File: src/rtl/fifo_flex_pkg.sv
// fifo_flex_pkg: shared width helper and status bundle for fifo_flex
package fifo_flex_pkg;
  localparam int STATUS_CNT_W = 16;
  typedef struct packed {
    logic [STATUS_CNT_W-1:0] count;
    logic                    almost_full;
    logic                    almost_empty;
  } fifo_flex_status_t;
  function automatic int ptr_w(input int aw);
    return aw + 1;
  endfunction
endpackage

File: src/rtl/fifo_flex_out_reg.sv
// fifo_flex_out_reg: one-entry registered output stage between mem and the consumer
// ports: clk_i, arst_ni, flush_i; mem_valid_i/mem_data_i from storage head;
//        ready_i consumer accept; load_o pops storage; data_o/valid_o registered outputs
module fifo_flex_out_reg #(
  parameter int DATA_WIDTH = 8
) (
  input  logic                  clk_i,
  input  logic                  arst_ni,
  input  logic                  flush_i,
  input  logic                  mem_valid_i,
  input  logic [DATA_WIDTH-1:0] mem_data_i,
  input  logic                  ready_i,
  output logic                  load_o,
  output logic [DATA_WIDTH-1:0] data_o,
  output logic                  valid_o
);
  // refill whenever the slot is free now or is being emptied this cycle
  assign load_o = mem_valid_i && (!valid_o || ready_i) && !flush_i;
  always_ff @(posedge clk_i or negedge arst_ni)
    if (!arst_ni) valid_o <= 1'b0;
    else if (flush_i) valid_o <= 1'b0;
    else if (load_o) valid_o <= 1'b1;
    else if (ready_i) valid_o <= 1'b0;
  always_ff @(posedge clk_i)
    if (load_o) data_o <= mem_data_i;
endmodule

File: src/rtl/mem.sv
// mem: shared simple dual-port storage, synchronous write, combinational read
// ports: clk_i, we_i/waddr_i/wdata_i write port, raddr_i/rdata_o read port
module mem #(
  parameter int ADDR_WIDTH = 4,
  parameter int DATA_WIDTH = 8
) (
  input  logic                  clk_i,
  input  logic                  we_i,
  input  logic [ADDR_WIDTH-1:0] waddr_i,
  input  logic [DATA_WIDTH-1:0] wdata_i,
  input  logic [ADDR_WIDTH-1:0] raddr_i,
  output logic [DATA_WIDTH-1:0] rdata_o
);
  logic [DATA_WIDTH-1:0] store [2**ADDR_WIDTH];
  always_ff @(posedge clk_i)
    if (we_i) store[waddr_i] <= wdata_i;
  assign rdata_o = store[raddr_i];
endmodule

File: src/rtl/fifo_flex.sv
// fifo_flex: synchronous valid/ready FIFO with flush, almost flags and optional output register
// ports: clk_i, arst_ni (async active-low), flush_i; data_in_i/_valid_i/_ready_o producer side;
//        data_out_o/_valid_o/_ready_i consumer side; count_o level; af_thr_i/ae_thr_i thresholds;
//        almost_full_o/almost_empty_o level flags
// macro FIFO_FLEX_OUT_REG_EN adds a one-entry registered output stage (capacity depth+1)
module fifo_flex
  import fifo_flex_pkg::*;
#(
  parameter int ADDR_WIDTH = 4,
  parameter int DATA_WIDTH = 8
) (
  input  logic                  clk_i,
  input  logic                  arst_ni,
  input  logic                  flush_i,
  input  logic [DATA_WIDTH-1:0] data_in_i,
  input  logic                  data_in_valid_i,
  output logic                  data_in_ready_o,
  output logic [DATA_WIDTH-1:0] data_out_o,
  output logic                  data_out_valid_o,
  input  logic                  data_out_ready_i,
  output logic [ADDR_WIDTH:0]   count_o,
  input  logic [ADDR_WIDTH:0]   af_thr_i,
  input  logic [ADDR_WIDTH:0]   ae_thr_i,
  output logic                  almost_full_o,
  output logic                  almost_empty_o
);
  localparam int PW = ptr_w(ADDR_WIDTH);
  logic [PW-1:0] wptr, rptr, level;
  logic [DATA_WIDTH-1:0] rdata;
  logic mem_empty, full, push, mem_pop;
  fifo_flex_status_t status;
  assign mem_empty = wptr == rptr;
  assign full = (wptr[PW-1] != rptr[PW-1]) && (wptr[PW-2:0] == rptr[PW-2:0]);
  assign data_in_ready_o = !full && !flush_i;
  assign push = data_in_valid_i && data_in_ready_o;
  always_ff @(posedge clk_i or negedge arst_ni)
    if (!arst_ni) begin
      wptr <= '0;
      rptr <= '0;
    end else if (flush_i) begin
      wptr <= '0;
      rptr <= '0;
    end else begin
      if (push) wptr <= wptr + PW'(1);
      if (mem_pop) rptr <= rptr + PW'(1);
    end
  mem #(.ADDR_WIDTH(ADDR_WIDTH), .DATA_WIDTH(DATA_WIDTH)) u_mem (
    .clk_i  (clk_i),
    .we_i   (push),
    .waddr_i(wptr[PW-2:0]),
    .wdata_i(data_in_i),
    .raddr_i(rptr[PW-2:0]),
    .rdata_o(rdata)
  );
`ifdef FIFO_FLEX_OUT_REG_EN
  fifo_flex_out_reg #(.DATA_WIDTH(DATA_WIDTH)) u_out_reg (
    .clk_i      (clk_i),
    .arst_ni    (arst_ni),
    .flush_i    (flush_i),
    .mem_valid_i(!mem_empty),
    .mem_data_i (rdata),
    .ready_i    (data_out_ready_i),
    .load_o     (mem_pop),
    .data_o     (data_out_o),
    .valid_o    (data_out_valid_o)
  );
  assign level = wptr - rptr + PW'(data_out_valid_o);
`else
  assign data_out_valid_o = !mem_empty && !flush_i;
  assign data_out_o = rdata;
  assign mem_pop = data_out_valid_o && data_out_ready_i;
  assign level = wptr - rptr;
`endif
  always_comb begin
    status.count = STATUS_CNT_W'(level);
    status.almost_full = status.count >= STATUS_CNT_W'(af_thr_i);
    status.almost_empty = status.count <= STATUS_CNT_W'(ae_thr_i);
  end
  assign count_o = level;
  assign almost_full_o = status.almost_full;
  assign almost_empty_o = status.almost_empty;
endmodule

File: config.mk
export PLATFORM = sky130hd
export DESIGN_NAME = fifo_flex
export DESIGN_NICKNAME = d
export VERILOG_FILES = /design/src/rtl/fifo_flex_pkg.sv /design/src/rtl/fifo_flex_out_reg.sv /design/src/rtl/mem.sv /design/src/rtl/fifo_flex.sv
export SDC_FILE = /design/constraint.sdc
export NUM_CORES = 1
export LEC_CHECK = 0
export CORE_ASPECT_RATIO = 1.2
export CORE_MARGIN = 2
export CORE_UTILIZATION = 35
export CTS_CLUSTER_SIZE = 14
export DETAILED_ROUTE_END_ITERATION = 8
export PLACE_DENSITY = 0.53
export SYNTH_ARGS = -nofsm -noshare
export SYNTH_HDL_FRONTEND = slang
export SYNTH_SLANG_ARGS = --single-unit
File: constraint.sdc
create_clock -name clk_i -period 3.5 [get_ports clk_i]
set_input_delay 0.875 -clock clk_i [delete_from_list [all_inputs] [get_ports clk_i]]
set_output_delay 0.875 -clock clk_i [all_outputs]
set_load 0.005 [all_outputs]
==> results.cfg <==
[status]
status = completed

[global_route]
grt_overflow_total = 0
grt_max_degree = 36
grt_usage = 0.153
grt_pass1_wl_um = 19800
grt_pass1_vias = 3515
antenna_found_initial = 0

[cells_and_area]
instances_no_fill = 646
fin_area_um2 = 7500
drive_gt1_frac = 0.265
antenna_cells = 0
syn2layout_area_growth_pct = 27.0
fin_nets = 460
utilization = 0.448

[sta]
period_share = 0.975
finalClockSkew_ps = 5.39
rsz0062_at_grt = yes
tightestPinTransition_ps = 595
slew_headroom = 0.602
hold_ws_ps = 641
setup_tns_ps = 0
setup_viol = 0
setup_ws_ps = 87.4
maxSlewViolCount = 0
fin_crit_ps = 3410
hold_viol = 0
fmax_mhz = 293

[critical_path]
crit_required_ps = 2620
worst-path-max-fanout = 18
cp-start-kind = flip-flop
r2r_cells = 7
critical_path.cell_chain = buf_12 -> mux4_2 -> a22oi_1 -> nand2_1 -> clkdlybuf4s50_1
max_stage_delay_ps = 520
slowest_stage = mux4_2
cp.depth = 5
ff2ff_setup_slack_ps = 1260
path_buf_inv = 2
r2r-start = rptr[3]$_DFFE_PN0P_
crit_type = flip-flop to output pin
timing.critical_path.to = data_out_o[0]
cp-end-kind = output pin
regToRegEndpoint = u_mem.store[10][1]$_DFFE_PP_
cp_top_family = buffers and inverters
crit_path_start = rptr[0]$_DFFE_PN0P_
critical_path_arrival_ps = 2540

[drt]
drc = 0
drtIter0Drc = 172
antenna_left = 0
dr.pass1.iters = 4
routed_wl_um = 12900
vias_per_cell = 5.05
drt-wirelength-per-cell_um = 19.9
vias = 3260

[place]
port_buffers = 39
placed_cells = 609
gp_congestion = 0.791
place_area_um2 = 6720
place_ws_ps = -80.8
dp_hpwl_um = 8140

[yosys]
synth_edf_count = 128
syn_nets = 379
yosysWarningCount = 0
ys_types = 36
syn_inst = 336
async_flop_share = 0.0725
synth_top_area_frac = 0.651
synth_area_leaders = edfxtp_1, mux4_2, dfrtp_1
syn_area_um2 = 5900
synthFlopType = edfxtp_1
yosysTopAreaCell = edfxtp_1
ys_seq_area_frac = 0.694
synth.avg_cell_area_um2 = 17.6
ys_seq_elements = 138

[cts]
cts_sinks = 138
cts_buffers = 17
path_clk_slew_ps = 60
cts_root_buffer = clkbuf_16
htreeDepth = 4
cts_buffer_depth = 2
cts_tree = built
clk_latency_ps = 410

[power]
seqPwrFrac = 0.400
p_switching_mw = 1.02
peakVddDrop_v = 0.000352
p_sw_frac = 0.223
p_leak_nw = 2.59
p_per_area_nw_per_um2 = 611
totalPowerFinal_mw = 4.58
combPwrFrac = 0.172
clockPowerShare = 0.427
intPower_mw = 3.56

[die]
die_h_um = 146
core_um2 = 16700
row_count = 52
io_pins = 40
die_w_um = 123
initial_core_util = 0.353
die_area_um2 = 17900

[worst_hold_path]
worstHoldPathType = flip-flop to flip-flop

[job]
maxCapViolations = 0
power groups by stage:
stage,clock (mW),sequential [mW],combinational [mW]
after floorplan,0,1.86,0.446
after global placement,0,1.86,0.722
after detailed placement,0,1.86,0.731
after CTS,1.98,1.83,0.769
after global routing,2.07,1.84,0.875
final,1.96,1.84,0.790
timing repair:
item,CTS,global route
hold buffers,0,0
resized for setup,21,1
hold endpoints to repair,0,0
endpoints found under the setup margin,2,10
gates cloned,0,1
setup buffers,3,1
pin swaps,11,5
kinds of logic (layout without fill, tap and decap cells):
kind of cell | after synthesis | in the layout | synth area share
buffers and inverters | 28 | 122 | 0.0244
flip-flops | 138 | 138 | 0.694
AO/OA/AOI/OAI | 38 | 38 | 0.0439
AND/OR/NAND/NOR | 67 | 67 | 0.0517
multiplexers | 33 | 33 | 0.124
adder cells (fa/ha/maj) | 20 | 20 | 0.0437
XOR/XNOR | 12 | 12 | 0.0191
layout by cell type, fill, tap and decap left out, types with 6 or more instances in the layout:
master	instances
nor2_1	27
buf_4	32
nand3_1	6
nand2_1	16
dfrtp_1	9
clkdlybuf4s50_1	37
inv_1	13
mux4_2	32
a22oi_1	15
clkbuf_16	18
edfxtp_1	128
ha_1	17
registers in the layout, indices dropped and copies added, names as in the netlist:
name	cells
rptr	5
u_mem.store	128
wptr	5
per-layer routing:
metal	part of all wire	wire, µm	track usage	up-vias
met5	0	0	0	-
met3	0.051	661	0.0461	15
met4	0.019	239	0.0529	0
li1	-	-	-	1480
met2	0.51	6610	0.256	95
met1	0.42	5360	0.187	1670
cell usage after synthesis, drive strengths merged, types with 7 or more instances:
cell type,n
nor2,27
nand2,16
mux4,32
inv,15
edfxtp,128
xor2,7
ha,19
clkbuf,7
dfrtp,10
a22oi,16
tightest hold or removal path: stages (launching register included):
cell     delay (ps)
dfrtp_1         420
xor2_1           90
nor2_1           80
layout make-up:
class                   instances  area [µm²]
inverters                      15        56.3
fillers                      1454        9220
clock buffers                  21         460
well taps                     216         270
repair buffers                 75         697
multi-input cells             170        1720
clock inverters                11         194
flip-flops and latches        138        4100
worst min path at each step:
stage / start / endpoint / slack, ps / depth (start not counted)
final: rptr[4]$_DFFE_PN0P_ / rptr[4]$_DFFE_PN0P_ / 640 / 2
after global routing: rptr[4]$_DFFE_PN0P_ / rptr[4]$_DFFE_PN0P_ / 680 / 2
after CTS: rptr[4]$_DFFE_PN0P_ / rptr[4]$_DFFE_PN0P_ / 640 / 2
after detailed placement: rptr[4]$_DFFE_PN0P_ / rptr[4]$_DFFE_PN0P_ / 620 / 2
after global placement: rptr[4]$_DFFE_PN0P_ / rptr[4]$_DFFE_PN0P_ / 620 / 2
after floorplan: rptr[3]$_DFFE_PN0P_ / rptr[3]$_DFFE_PN0P_ / 560 / 2
No activity file was read; power rests on OpenSTA's default activity.
